==> config.mk <==
export PLATFORM = sky130hd
export DESIGN_NAME = taillight_ctrl
export DESIGN_NICKNAME = d
export VERILOG_FILES = /design/src/rtl/taillight_pkg.sv /design/src/rtl/tick_gen.sv /design/src/rtl/taillight_ctrl.sv
export SDC_FILE = /design/constraint.sdc
export NUM_CORES = 1
export LEC_CHECK = 0
export ABC_AREA = 0
export BUFFER_PORTS_ARGS = -buffer_cell sky130_fd_sc_hd__buf_2
export CAP_MARGIN = 10
export CORE_UTILIZATION = 40
export CTS_BUF_LIST = sky130_fd_sc_hd__clkbuf_8
export CTS_CLUSTER_DIAMETER = 150
export DETAILED_ROUTE_END_ITERATION = 8
export SLEW_MARGIN = 20
export SYNTH_ARGS = -nofsm -noshare
export SYNTH_HDL_FRONTEND = slang
export SYNTH_HIERARCHICAL = 1
export SYNTH_SLANG_ARGS = --single-unit
==> constraint.sdc <==
create_clock -name clk -period 2.01 [get_ports clk]
set_input_delay 0.3015 -clock clk [delete_from_list [all_inputs] [get_ports clk]]
set_output_delay 0.3015 -clock clk [all_outputs]
set_load 0.02 [all_outputs]
==> src/rtl/taillight_pkg.sv <==
// Shared types and defaults for the sequential tail-light controller.
package taillight_pkg;

  localparam int LAMPS_DEF    = 3;
  localparam int TICK_DIV_DEF = 4;

  typedef enum logic [2:0] {
    IDLE    = 3'd0,
    LSEQ    = 3'd1,
    RSEQ    = 3'd2,
    HAZ_ON  = 3'd3,
    HAZ_OFF = 3'd4
  } state_e;

  typedef enum logic [1:0] {
    REQ_NONE  = 2'd0,
    REQ_HAZ   = 2'd1,
    REQ_LEFT  = 2'd2,
    REQ_RIGHT = 2'd3
  } req_e;

  // Both turn stalks at once behave as a hazard request.
  function automatic req_e req_decode(
    input logic hazard,
    input logic left,
    input logic right
  );
    req_e r;
    if (hazard || (left && right)) r = REQ_HAZ;
    else if (left)                 r = REQ_LEFT;
    else if (right)                r = REQ_RIGHT;
    else                           r = REQ_NONE;
    return r;
  endfunction

endpackage

==> src/rtl/tick_gen.sv <==
// Free-running prescaler producing a one-cycle animation tick.
module tick_gen #(
  parameter int TICK_DIV = 4
) (
  input  logic clk,
  input  logic Reset_n,
  output logic tick
);

  localparam int CW = (TICK_DIV > 1) ? $clog2(TICK_DIV) : 1;
  localparam logic [CW-1:0] LAST = CW'(TICK_DIV - 1);

  logic [CW-1:0] cnt_q;
  logic [CW-1:0] cnt_d;

  always_comb begin
    tick  = (cnt_q == LAST);
    cnt_d = tick ? '0 : cnt_q + CW'(1);
  end

  always_ff @(posedge clk or negedge Reset_n) begin
    if (!Reset_n) cnt_q <= '0;
    else          cnt_q <= cnt_d;
  end

endmodule

==> src/rtl/taillight_ctrl.sv <==
// Turn / hazard / brake tail-light sequencer.
module taillight_ctrl
  import taillight_pkg::*;
#(
  parameter int LAMPS    = LAMPS_DEF,
  parameter int TICK_DIV = TICK_DIV_DEF
) (
  input  logic             clk,
  input  logic             Reset_n,
  input  logic             left,
  input  logic             right,
  input  logic             hazard,
  input  logic             brake,
  output logic [LAMPS-1:0] L,
  output logic [LAMPS-1:0] R,
  output logic             active
);

  localparam int KW = $clog2(LAMPS + 1);
  localparam logic [KW-1:0] K_ONE = KW'(1);
  localparam logic [KW-1:0] K_MAX = KW'(LAMPS);

  logic            tick;
  req_e            req;
  state_e          state_q;
  state_e          state_d;
  logic [KW-1:0]   k_q;
  logic [KW-1:0]   k_d;
  logic [LAMPS-1:0] therm;

  tick_gen #(
    .TICK_DIV(TICK_DIV)
  ) u_tick (
    .clk    (clk),
    .Reset_n(Reset_n),
    .tick   (tick)
  );

  assign req = req_decode(hazard, left, right);

  always_comb begin
    state_d = state_q;
    k_d     = k_q;
    if (tick) begin
      unique case (state_q)
        IDLE: begin
          k_d = K_ONE;
          unique case (req)
            REQ_HAZ:   state_d = HAZ_ON;
            REQ_LEFT:  state_d = LSEQ;
            REQ_RIGHT: state_d = RSEQ;
            default:   state_d = IDLE;
          endcase
        end
        LSEQ: begin
          if (req == REQ_HAZ) begin
            state_d = HAZ_ON;
            k_d     = K_ONE;
          end else if (req == REQ_LEFT && k_q < K_MAX) begin
            k_d = k_q + K_ONE;
          end else begin
            state_d = IDLE;
            k_d     = K_ONE;
          end
        end
        RSEQ: begin
          if (req == REQ_HAZ) begin
            state_d = HAZ_ON;
            k_d     = K_ONE;
          end else if (req == REQ_RIGHT && k_q < K_MAX) begin
            k_d = k_q + K_ONE;
          end else begin
            state_d = IDLE;
            k_d     = K_ONE;
          end
        end
        HAZ_ON:  state_d = (req == REQ_HAZ) ? HAZ_OFF : IDLE;
        HAZ_OFF: state_d = (req == REQ_HAZ) ? HAZ_ON  : IDLE;
        default: begin
          state_d = IDLE;
          k_d     = K_ONE;
        end
      endcase
    end
  end

  always_ff @(posedge clk or negedge Reset_n) begin
    if (!Reset_n) begin
      state_q <= IDLE;
      k_q     <= K_ONE;
    end else begin
      state_q <= state_d;
      k_q     <= k_d;
    end
  end

  // Low k bits set; k == LAMPS shifts everything out, giving all ones.
  assign therm = ~({LAMPS{1'b1}} << k_q);

  always_comb begin
    L      = '0;
    R      = '0;
    active = (state_q != IDLE);
    unique case (state_q)
      LSEQ: begin
        L = therm;
        R = brake ? '1 : '0;
      end
      RSEQ: begin
        R = therm;
        L = brake ? '1 : '0;
      end
      HAZ_ON: begin
        L = '1;
        R = '1;
      end
      default: begin
        L = brake ? '1 : '0;
        R = brake ? '1 : '0;
      end
    endcase
  end

endmodule
==> results of run 1 <==
[stage by stage]
step	total power [uW]	instances	cell area, um2
after detailed placement	705	92	682
after global placement	706	92	682
after global routing	970	97	737
after floorplan	616	67	623
final	894	97	737
after CTS	903	97	737
[per-layer routing]
metal	routed length [um]	GRT usage, %	vias to the layer above
li1	-	-	269
met1	590	21.1	228
met2	555	23.4	11
met3	46	5.22	2
met4	14	5.81	0
met5	0	0	-
[worst register-to-register path, stage by stage, from the launching register on]
cell and delay, ns:
sky130_fd_sc_hd__dfrtp_1 0.51, sky130_fd_sc_hd__or2b_2 0.34, sky130_fd_sc_hd__o221ai_1 0.32, sky130_fd_sc_hd__nor2b_2 0.10, sky130_fd_sc_hd__a22o_1 0.20
[worst max path at each step]
stage	end	slack, ns	cells past startpoint
floorplan	state_q[0]	0.26	6
global placement	state_q[0]	0.11	7
detailed placement	state_q[0]	0.08	7
CTS	R[0]	0.21	4
global route	L[0]	0.06	4
finish	R[0]	0.23	4
[Yosys cell counts]
library cell	number
sky130_fd_sc_hd__a211oi_1	1
sky130_fd_sc_hd__a21oi_1	8
sky130_fd_sc_hd__a22o_1	1
sky130_fd_sc_hd__a2bb2oi_1	1
sky130_fd_sc_hd__a31oi_1	1
sky130_fd_sc_hd__and3_1	1
sky130_fd_sc_hd__buf_2	1
sky130_fd_sc_hd__buf_6	2
sky130_fd_sc_hd__dfrtp_1	6
sky130_fd_sc_hd__dfstp_2	1
sky130_fd_sc_hd__ha_1	7
sky130_fd_sc_hd__inv_1	8
sky130_fd_sc_hd__mux2i_1	1
sky130_fd_sc_hd__nand2_1	3
sky130_fd_sc_hd__nand2b_1	1
sky130_fd_sc_hd__nand4_1	1
sky130_fd_sc_hd__nand4bb_2	1
sky130_fd_sc_hd__nor2_1	2
sky130_fd_sc_hd__nor2b_2	1
sky130_fd_sc_hd__nor3_1	3
sky130_fd_sc_hd__o21ai_0	2
sky130_fd_sc_hd__o21ai_1	2
sky130_fd_sc_hd__o221ai_1	1
sky130_fd_sc_hd__o221ai_4	1
sky130_fd_sc_hd__o22ai_2	1
sky130_fd_sc_hd__o31ai_1	2
sky130_fd_sc_hd__or2_1	1
sky130_fd_sc_hd__or2_2	1
sky130_fd_sc_hd__or2b_2	1
sky130_fd_sc_hd__or3_2	1
sky130_fd_sc_hd__or3b_4	2
sky130_fd_sc_hd__xor2_1	1
[area by class of cell]
| type | instances | area, um2 | share of cell area, % |
|---|---|---|---|
| Timing Repair Buffer | 14 | 77.6 | 10.5 |
| Clock inverter | 1 | 3.75 | 0.509 |
| Inverter | 8 | 30.0 | 4.07 |
| Multi-Input combinational cell | 49 | 389 | 52.8 |
| Sequential cell | 7 | 176 | 23.9 |
| Tap cell | 15 | 18.8 | 2.55 |
| Clock buffer | 3 | 41.3 | 5.60 |
[where the power goes]
| part | switching (uW) | total [uW] | leakage [uW] | internal [uW] |
|---|---|---|---|---|
| clock network | 55.2 | 187 | 0.0000269 | 131 |
| registers | 84.4 | 256 | 0.0000861 | 172 |
| logic | 268 | 451 | 0.000232 | 183 |
[cells by family (layout without fill, tap and decap cells)]
group,Yosys count,count (layout),synth area share [%]
flip-flops,7,7,28.3
AND/OR/NAND/NOR,19,19,20.7
AO/OA/AOI/OAI,21,21,24.7
adder cells (fa/ha/maj),7,7,14.1
multiplexers,1,1,1.61
buffers and inverters,11,26,9.24
XOR/XNOR,1,1,1.41
[flip-flops by register name, summed over array words and instances, names as in the netlist]
signal,cells
u_tick/cnt_q,2
state_q,3
k_q,2
[what timing repair did]
| item | in CTS | in global routing |
|---|---|---|
| hold buffers | 1 | 0 |
| buffers inserted | 0 | 0 |
| resized for setup | 0 | 0 |
| endpoints found under the hold margin | 6 | 0 |
==> impl_metrics.yaml, run 1 <==
outcome:
  status: "complete, no violations"
critical_path:
  timing.critical_path.from: "state_q[0]"
  r2r-start: "state_q[2]"
  setup.worst_path.class: "reg -> out"
  crit_path_end_kind: "output port"
  crit_arrival_ns: 1.48
  cp.buffers_inverters: 2
  slowest_delay_ns: 0.57
  slowest_stage: "sky130_fd_sc_hd__dfrtp_1"
  path_max_fanout: 13
  rrSetupSlack_ns: 0.42
  reg2regPathDepth: 4
  r2r_end: "k_q[1]"
  worstPathRequired_ns: 1.71
  worst_setup_path_start_kind: "register"
  crit_path_cell_trace: "inv_1 > and3_1 > a21oi_1 > buf_2"
  path_delay_family: "flip-flops"
die:
  placeableCoreArea_mm2: 0.00137
  num_rows: 13
  die_width_um: 41.5
  die_h_um: 41.5
  die_area_mm2: 0.00172
  design.portCount: 13
  initial_core_util_pct: 45.6
worst_hold_path:
  hold_path.class: "reg -> reg"
  hold_start: "u_tick/cnt_q[0]"
  hold_end: "u_tick/cnt_q[0]"
  hold_depth: 1
finish:
  mostFrequentLayoutCell: "sky130_fd_sc_hd__buf_2"
  final_nets: 96
  areaGrowthSynthToFinish_pct: 18.3
  layout-drive-gt1-share_pct: 31.7
  antenna_cells_inserted: 0
  layout.cells.most_common_list: "sky130_fd_sc_hd__buf_2, sky130_fd_sc_hd__inv_1, sky130_fd_sc_hd__a21oi_1, sky130_fd_sc_hd__ha_1, sky130_fd_sc_hd__dfrtp_1"
  nFillCells: 147
  final_core_util_pct: 53.9
timing:
  final.setup_skew_ns: 0.00349
  slew_violations: 0
  clock.fmax_ghz: 0.560
  timing.final.crit_period_ns: 1.78
  setup_viol: 0
  fin_worst_hold_slack_ns: 0.432
  number_of_hold_violations_in_the_final_report: 0
  rsz_0062_raised_after_global_routing: "false"
  layout_setup_ws_ns: 0.225
  relSlewSlack_pct: 73.7
  timing_worst_slew_pin_value_ns: 0.394
  setup-tns-final_ns: 0
  min_period_over_period_pct: 88.8
route:
  vias: 510
  average_vias_per_placed_instance: 5.26
  drtPass1Iterations: 4
  route.detailed.drc: 0
  route.final.wire_length_um: 1210
  drt-wirelength-per-cell_um: 12.4
  route.antenna.remaining_nets: 0
  detail_route.iter0.violations: 7
yosys:
  synth_area_leader_cell: "sky130_fd_sc_hd__dfrtp_1"
  syn-cell-area_um2: 623
  synth.top_cell.area_share_pct: 24.1
  ys.warnings.count: 6
  synthesis.nets: 80
  synth.yosys.seq_area_share_pct: 28.3
  synth-seq-cells: 7
  synthDistinctLibCells: 32
  post_syn_area_per_cell_um2: 9.30
  netlist_top_cells_area: "sky130_fd_sc_hd__dfrtp_1, sky130_fd_sc_hd__ha_1, sky130_fd_sc_hd__a21oi_1"
  synthesis.instances: 67
clock_tree:
  cts_tree: "done"
  cts_buf_count: 3
  worst_skew_pair.late_latency_ns: 0.22
  clk_pin_slew_worst_paths_ns: 0.04
  htree_levels: 1
  clkSinkCount: 7
  clock-root-buffer: "sky130_fd_sc_hd__clkbuf_8"
  cts.path.max_buffers: 2
place:
  io_buffers: 12
  post-place-ws_ns: 0.0833
  finalWeightedCongestion: 0.767
  detailed_place_hpwl_um: 887
power_and_ir_drop:
  power-per-cell-area_mw_per_mm2: 1210
  ir_drop_v: 0.000652
  p_leak_uw: 0.000345
grt:
  grt_remaining_overflow: 0
  antenna_found_initial: 0
  grt_first_pass_wirelength_um: 2060
  grt_usage_pct: 15.7
  grt_start_max_net_pins: 14
  first_global_vias: 473
run:
  maxCapViolCount: 0
(Power assumes the default switching activity.)
==> run 2, diff against run 1 <==
--- a/config.mk
+++ b/config.mk
@@ -12,6 +12,7 @@
 export CTS_BUF_LIST = sky130_fd_sc_hd__clkbuf_8
 export CTS_CLUSTER_DIAMETER = 150
 export DETAILED_ROUTE_END_ITERATION = 8
+export REMOVE_ABC_BUFFERS = 1
 export SLEW_MARGIN = 20
 export SYNTH_ARGS = -nofsm -noshare
 export SYNTH_HDL_FRONTEND = slang
==> run 2 against run 1 <==
Fmax shrank 1.0%. Cell area unchanged. Core utilization is the same. First-iteration DRC count increased by 43%. Clock power is essentially flat.
==> impl_metrics.yaml, run 2 (synthesis gave the netlist of run 1 again) <==
timing:
  relSlewSlack_pct: 74.3
  slew_violations: 0
  timing_worst_slew_pin_value_ns: 0.385
  setup_viol: 0
  min_period_over_period_pct: 89.7
  clock.fmax_ghz: 0.554
  setup-tns-final_ns: 0
  timing.final.crit_period_ns: 1.80
  rsz_0062_raised_after_global_routing: "false"
  final.setup_skew_ns: 0.000956
  fin_worst_hold_slack_ns: 0.424
  number_of_hold_violations_in_the_final_report: 0
finish:
  antenna_cells_inserted: 0
  biggestRegsByFlops: "state_q: 3 flops, k_q: 2 flops, u_tick/cnt_q: 2 flops"
  multi_input_comb_area_um2: 389
  final_nets: 96
  layout.cells.most_common_list: "sky130_fd_sc_hd__buf_2, sky130_fd_sc_hd__inv_1, sky130_fd_sc_hd__a21oi_1, sky130_fd_sc_hd__ha_1, sky130_fd_sc_hd__dfrtp_1"
  nFillCells: 134
  mostFrequentLayoutCell: "sky130_fd_sc_hd__buf_2"
  largest_register_ffs: 3
  final_cell_count_no_fill: 97
  areaGrowthSynthToFinish_pct: 18.3
  largest_register: "state_q"
  sequential_cell_area_um2: 176
  layout-drive-gt1-share_pct: 31.7
power_and_ir_drop:
  swShare_pct: 45.5
  pwr-share-seq_pct: 28.7
  ir_drop_v: 0.000553
  power.combinational.fraction_pct: 50.7
  internal_power_component_uw: 486
  power-per-cell-area_mw_per_mm2: 1210
  clock_power_share_pct: 20.6
  p_leak_uw: 0.000345
  p_total_uw: 891
  p_sw_uw: 406
clock_tree:
  clk_pin_slew_worst_paths_ns: 0.04
  htree_levels: 1
  post_cts_resize_count: 0
  worst_skew_pair.late_latency_ns: 0.22
  cts.repair_timing.setup_buffer_count: 0
  clock-root-buffer: "sky130_fd_sc_hd__clkbuf_8"
  clkSinkCount: 7
  cts_tree: "done"
  cts_buf_count: 3
  cts.path.max_buffers: 2
grt:
  grt_start_max_net_pins: 14
  antenna_found_initial: 0
  grt_first_pass_wirelength_um: 1870
  grt_usage_pct: 13.3
  first_global_vias: 466
  grt_remaining_overflow: 0
place:
  finalWeightedCongestion: 0.739
  placedCellCount: 92
  io_buffers: 12
  detailed_place_hpwl_um: 863
run:
  maxCapViolCount: 0
route:
  vias: 524
  routed-wl-met3_um: 29
  wl_met2_um: 516
  drtPass1Iterations: 4
  top_layer: "met3"
  average_vias_per_placed_instance: 5.40
  route.final.wire_length_um: 1100
  detail_route.iter0.violations: 10
  route.antenna.remaining_nets: 0
  drt-met1-wl_um: 550
  route.detailed.drc: 0
  drt-wirelength-per-cell_um: 11.3
critical_path:
  path_max_fanout: 13
  path_delay_family: "flip-flops"
  setup.worst_path.class: "reg -> out"
  crit_path_cell_trace: "inv_1 > nor3_1 > a21oi_1 > buf_2"
  worst_setup_path_start_kind: "register"
  r2r-start: "state_q[2]"
  worstPathRequired_ns: 1.71
  crit_arrival_ns: 1.50
  slowest_delay_ns: 0.56
  crit_path_end_kind: "output port"
  cp.buffers_inverters: 2
  slowest_stage: "sky130_fd_sc_hd__dfrtp_1"
  timing.critical_path.from: "state_q[0]"
die:
  die_h_um: 41.5
  die_width_um: 41.5
  design.portCount: 13
  placeableCoreArea_mm2: 0.00137
  num_rows: 13
  initial_core_util_pct: 45.6
  die_area_mm2: 0.00172
worst_hold_path:
  hold_path.class: "reg -> reg"
  hold_start: "u_tick/cnt_q[0]"
outcome:
  status: "complete, no violations"
-- run 2: final cells by class --
class | count | share of cell area (%)
timing repair buffer | 14 | 10.5
sequential | 7 | 23.9
multi-input combinational | 49 | 52.8
tap | 15 | 2.55
clock buffer | 3 | 5.60
inverter | 8 | 4.07
clock inverter | 1 | 0.509
-- run 2: path summary, 6_finish.rpt --
path	end	slack [ns]	cells past startpoint
worst max-delay path	L[0]	0.21	4
worst min-delay path	u_tick/cnt_q[0]	0.42	1
worst max register to register	k_q[1]	0.46	4
worst min register to register	u_tick/cnt_q[0]	0.42	1
max in group asynchronous	k_q[0]	1.33	2
min in group asynchronous	state_q[1]	0.45	2
-- run 2: metrics by stage --
step | cell area, um2 | setup slack, ns | util [%]
6_report | 737 | 0.206 | 53.9
5_1_grt | 737 | 0.103 | 53.9
4_1_cts | 737 | 0.209 | 53.9
3_5_place_dp | 682 | 0.0695 | 49.9
3_3_place_gp | 682 | 0.106 | 49.9
2_1_floorplan | 596 | 0.255 | -
-- run 2: power groups by stage --
stage               clock network [uW]  logic (uW)  registers [uW]
finish                             184         452             256
global route                       199         495             265
CTS                                191         454             255
detailed placement                   0         451             255
global placement                     0         451             260
floorplan                            0         339             234
-- run 2: what timing repair did --
item                       4_1_cts  5_1_grt
hold endpoints to repair         6        0
hold buffers                     1        0
setup endpoints to repair        0        0
-- run 2: metal layers --
metal  track usage (%)  up-vias
li1                  -      268
met1              18.5      249
met2              20.6        7
met3              1.74        0
met4              5.81        0
met5                 0        -
-- run 2: worst register-to-register path: cells and delay by family, from the launching register on --
kind | cells | cell delay [ns]
AOI/OAI and AO/OA | 2 | 0.49
DFF | 1 | 0.51
and+or+nand+nor | 2 | 0.43
==> run 3, diff against run 2 <==
--- a/config.mk
+++ b/config.mk
@@ -13,6 +13,7 @@
 export CTS_CLUSTER_DIAMETER = 150
 export DETAILED_ROUTE_END_ITERATION = 8
 export REMOVE_ABC_BUFFERS = 1
+export SETUP_SLACK_MARGIN = 0.5
 export SLEW_MARGIN = 20
 export SYNTH_ARGS = -nofsm -noshare
 export SYNTH_HDL_FRONTEND = slang
==> constraint.sdc (replaced) <==
create_clock -name clk -period 2 [get_ports clk]
set_input_delay 0.3 -clock clk [delete_from_list [all_inputs] [get_ports clk]]
set_output_delay 0.3 -clock clk [all_outputs]
set_load 0.02 [all_outputs]
==> run 3 against run 2 <==
Final cell count increased by 10%. Critical path depth increased by 2. Clock-buffer cell count is the same. Non-clock buffer count increased by 10. Core utilization increased by 17 points. Global-route usage increased by 2.8 points. Via count rose by 13%. Critical endpoint is now state_q[1]. Largest power group unchanged. Highest routed layer is now met4.
==> impl_metrics.yaml, run 3 (synthesis gave the netlist of run 1 again) <==
power_and_ir_drop:
  pwr-share-seq_pct: 20.0
  p_total_uw: 1210
  power.combinational.fraction_pct: 64.6
  ir_drop_v: 0.000681
  clock_power_share_pct: 15.4
  swShare_pct: 43.6
  p_sw_uw: 528
  p_leak_uw: 0.000406
  power-per-cell-area_mw_per_mm2: 1260
  internal_power_component_uw: 684
finish:
  sequential_cell_area_um2: 180
  largest_register: "state_q"
  antenna_cells_inserted: 0
  layout.cells.most_common_list: "sky130_fd_sc_hd__buf_4, sky130_fd_sc_hd__a21oi_2, sky130_fd_sc_hd__buf_2"
  post-route-cell-area_um2: 965
  areaGrowthSynthToFinish_pct: 54.8
  mostFrequentLayoutCell: "sky130_fd_sc_hd__buf_4"
  layout-drive-gt1-share_pct: 65.2
  biggestRegsByFlops: "state_q: 3 flops, k_q: 2 flops, u_tick/cnt_q: 2 flops"
  final_nets: 106
  nFillCells: 97
  largest_register_ffs: 3
  multi_input_comb_area_um2: 503
timing:
  fin_worst_hold_slack_ns: 0.426
  layout_setup_ws_ns: 0.412
  number_of_hold_violations_in_the_final_report: 0
  rsz_0062_raised_after_global_routing: "true"
  setup_viol: 0
  timing.final.crit_period_ns: 1.59
  clock.fmax_ghz: 0.630
  min_period_over_period_pct: 79.4
  final.setup_skew_ns: 0.00186
  setup-tns-final_ns: 0
  slew_violations: 0
  relSlewSlack_pct: 81.6
  timing_worst_slew_pin_value_ns: 0.275
place:
  detailed_place_hpwl_um: 863
  io_buffers: 12
  post-place-ws_ns: 0.0610
  dpl_cell_area_um2: 682
  finalWeightedCongestion: 0.739
route:
  drtPass1Iterations: 3
  route.antenna.remaining_nets: 0
  route.detailed.drc: 0
  average_vias_per_placed_instance: 5.55
  route.final.wire_length_um: 1530
  detail_route.iter0.violations: 8
  drt-wirelength-per-cell_um: 14.3
  vias: 594
critical_path:
  worstPathRequired_ns: 2.12
  slowest_delay_ns: 0.42
  path_max_fanout: 6
  crit_path_end_kind: "register"
  worst_setup_path_start_kind: "register"
  slowest_stage: "sky130_fd_sc_hd__or3b_4"
  crit_arrival_ns: 1.71
  setup.worst_path.class: "reg -> reg"
  cp.buffers_inverters: 1
  crit_path_cell_trace: "buf_6 > ha_4 > or3b_4 > o221ai_4 > o21ai_1 > o31ai_1"
  path_delay_family: "simple AND/OR/NAND/NOR gates"
die:
  design.portCount: 13
  die_h_um: 41.5
  die_width_um: 41.5
  initial_core_util_pct: 45.6
  placeableCoreArea_mm2: 0.00137
  num_rows: 13
  die_area_mm2: 0.00172
clock_tree:
  cts_buf_count: 3
  clkSinkCount: 7
  cts.path.max_buffers: 2
  clk_pin_slew_worst_paths_ns: 0.04
  htree_levels: 1
  cts_tree: "done"
  worst_skew_pair.late_latency_ns: 0.22
  clock-root-buffer: "sky130_fd_sc_hd__clkbuf_8"
worst_hold_path:
  hold_path.class: "reg -> reg"
grt:
  grt_usage_pct: 16.1
  antenna_found_initial: 0
  grt_start_max_net_pins: 8
  grt_remaining_overflow: 0
  first_global_vias: 531
  grt_first_pass_wirelength_um: 2230
run:
  maxCapViolCount: 0
outcome:
  status: "complete, no violations"
run 3: changes by cell type in the layout (fill, tap and decap cells not counted), moves of 2 or more:
cell | previous run | this run
sky130_fd_sc_hd__a21oi_1 | 8 | 1
sky130_fd_sc_hd__a21oi_2 | 0 | 6
sky130_fd_sc_hd__buf_2 | 12 | 5
sky130_fd_sc_hd__buf_4 | 1 | 14
sky130_fd_sc_hd__buf_6 | 0 | 4
sky130_fd_sc_hd__dfrtp_1 | 6 | 3
sky130_fd_sc_hd__dfrtp_2 | 0 | 3
sky130_fd_sc_hd__ha_1 | 7 | 2
sky130_fd_sc_hd__ha_2 | 0 | 2
sky130_fd_sc_hd__ha_4 | 0 | 3
sky130_fd_sc_hd__inv_1 | 9 | 4
sky130_fd_sc_hd__inv_2 | 0 | 4
run 3: worst paths after layout:
check	slack (ns)	cells past startpoint	endpoint	from
hold / removal	0.43	1	u_tick/cnt_q[0]	u_tick/cnt_q[0]
max in group asynchronous	1.33	2	k_q[0]	Reset_n
min in group asynchronous	0.45	2	state_q[1]	Reset_n
setup reg to reg	0.41	6	state_q[1]	k_q[0]
hold reg to reg	0.43	1	u_tick/cnt_q[0]	u_tick/cnt_q[0]
setup / recovery	0.41	6	state_q[1]	k_q[0]
run 3: final cells by class:
type                    instances  share of cell area, %
well taps                      15                   1.95
repair buffers                 24                   19.2
inverters                       8                   3.37
clock inverters                 1                  0.389
flip-flops and latches          7                   18.7
multi-input cells              49                   52.1
clock buffers                   3                   4.28
run 3: power groups by stage:
stage                     logic [uW]  registers (uW)  clock network, uW
after CTS                        682             227                191
final                            783             243                186
after floorplan                  341             235                  0
after detailed placement         454             257                  0
after global routing             836             248                199
after global placement           453             261                  0
run 3: worst reg2reg max path, cell delays in order, from the launching register on:
cell and delay [ns]:
sky130_fd_sc_hd__dfstp_2 0.38, sky130_fd_sc_hd__buf_6 0.12, sky130_fd_sc_hd__ha_4 0.15, sky130_fd_sc_hd__or3b_4 0.42, sky130_fd_sc_hd__o221ai_4 0.26, sky130_fd_sc_hd__o21ai_1 0.10
sky130_fd_sc_hd__o31ai_1 0.07
run 3: layer usage:
| layer | track usage, % | vias up | wire, um |
|---|---|---|---|
| met4 | 5.81 | 0 | 8 |
| met5 | 0 | - | 0 |
| li1 | - | 290 | - |
| met1 | 22.8 | 295 | 684 |
| met3 | 1.74 | 2 | 31 |
| met2 | 25.3 | 7 | 800 |
run 3: repair_timing:
| item | in CTS | in global routing |
|---|---|---|
| endpoints found under the hold margin | 6 | 0 |
| endpoints found under the setup margin | 12 | 12 |
| hold buffers | 1 | 0 |
| pin swaps | 8 | 7 |
| gates resized for setup | 26 | 20 |
| buffers inserted | 8 | 2 |
run 3: per-stage QoR:
stage	instances	utilization, %
final	107	70.6
after global routing	107	70.6
after CTS	105	63.7
after detailed placement	92	49.9
after global placement	92	49.9
after floorplan	64	-
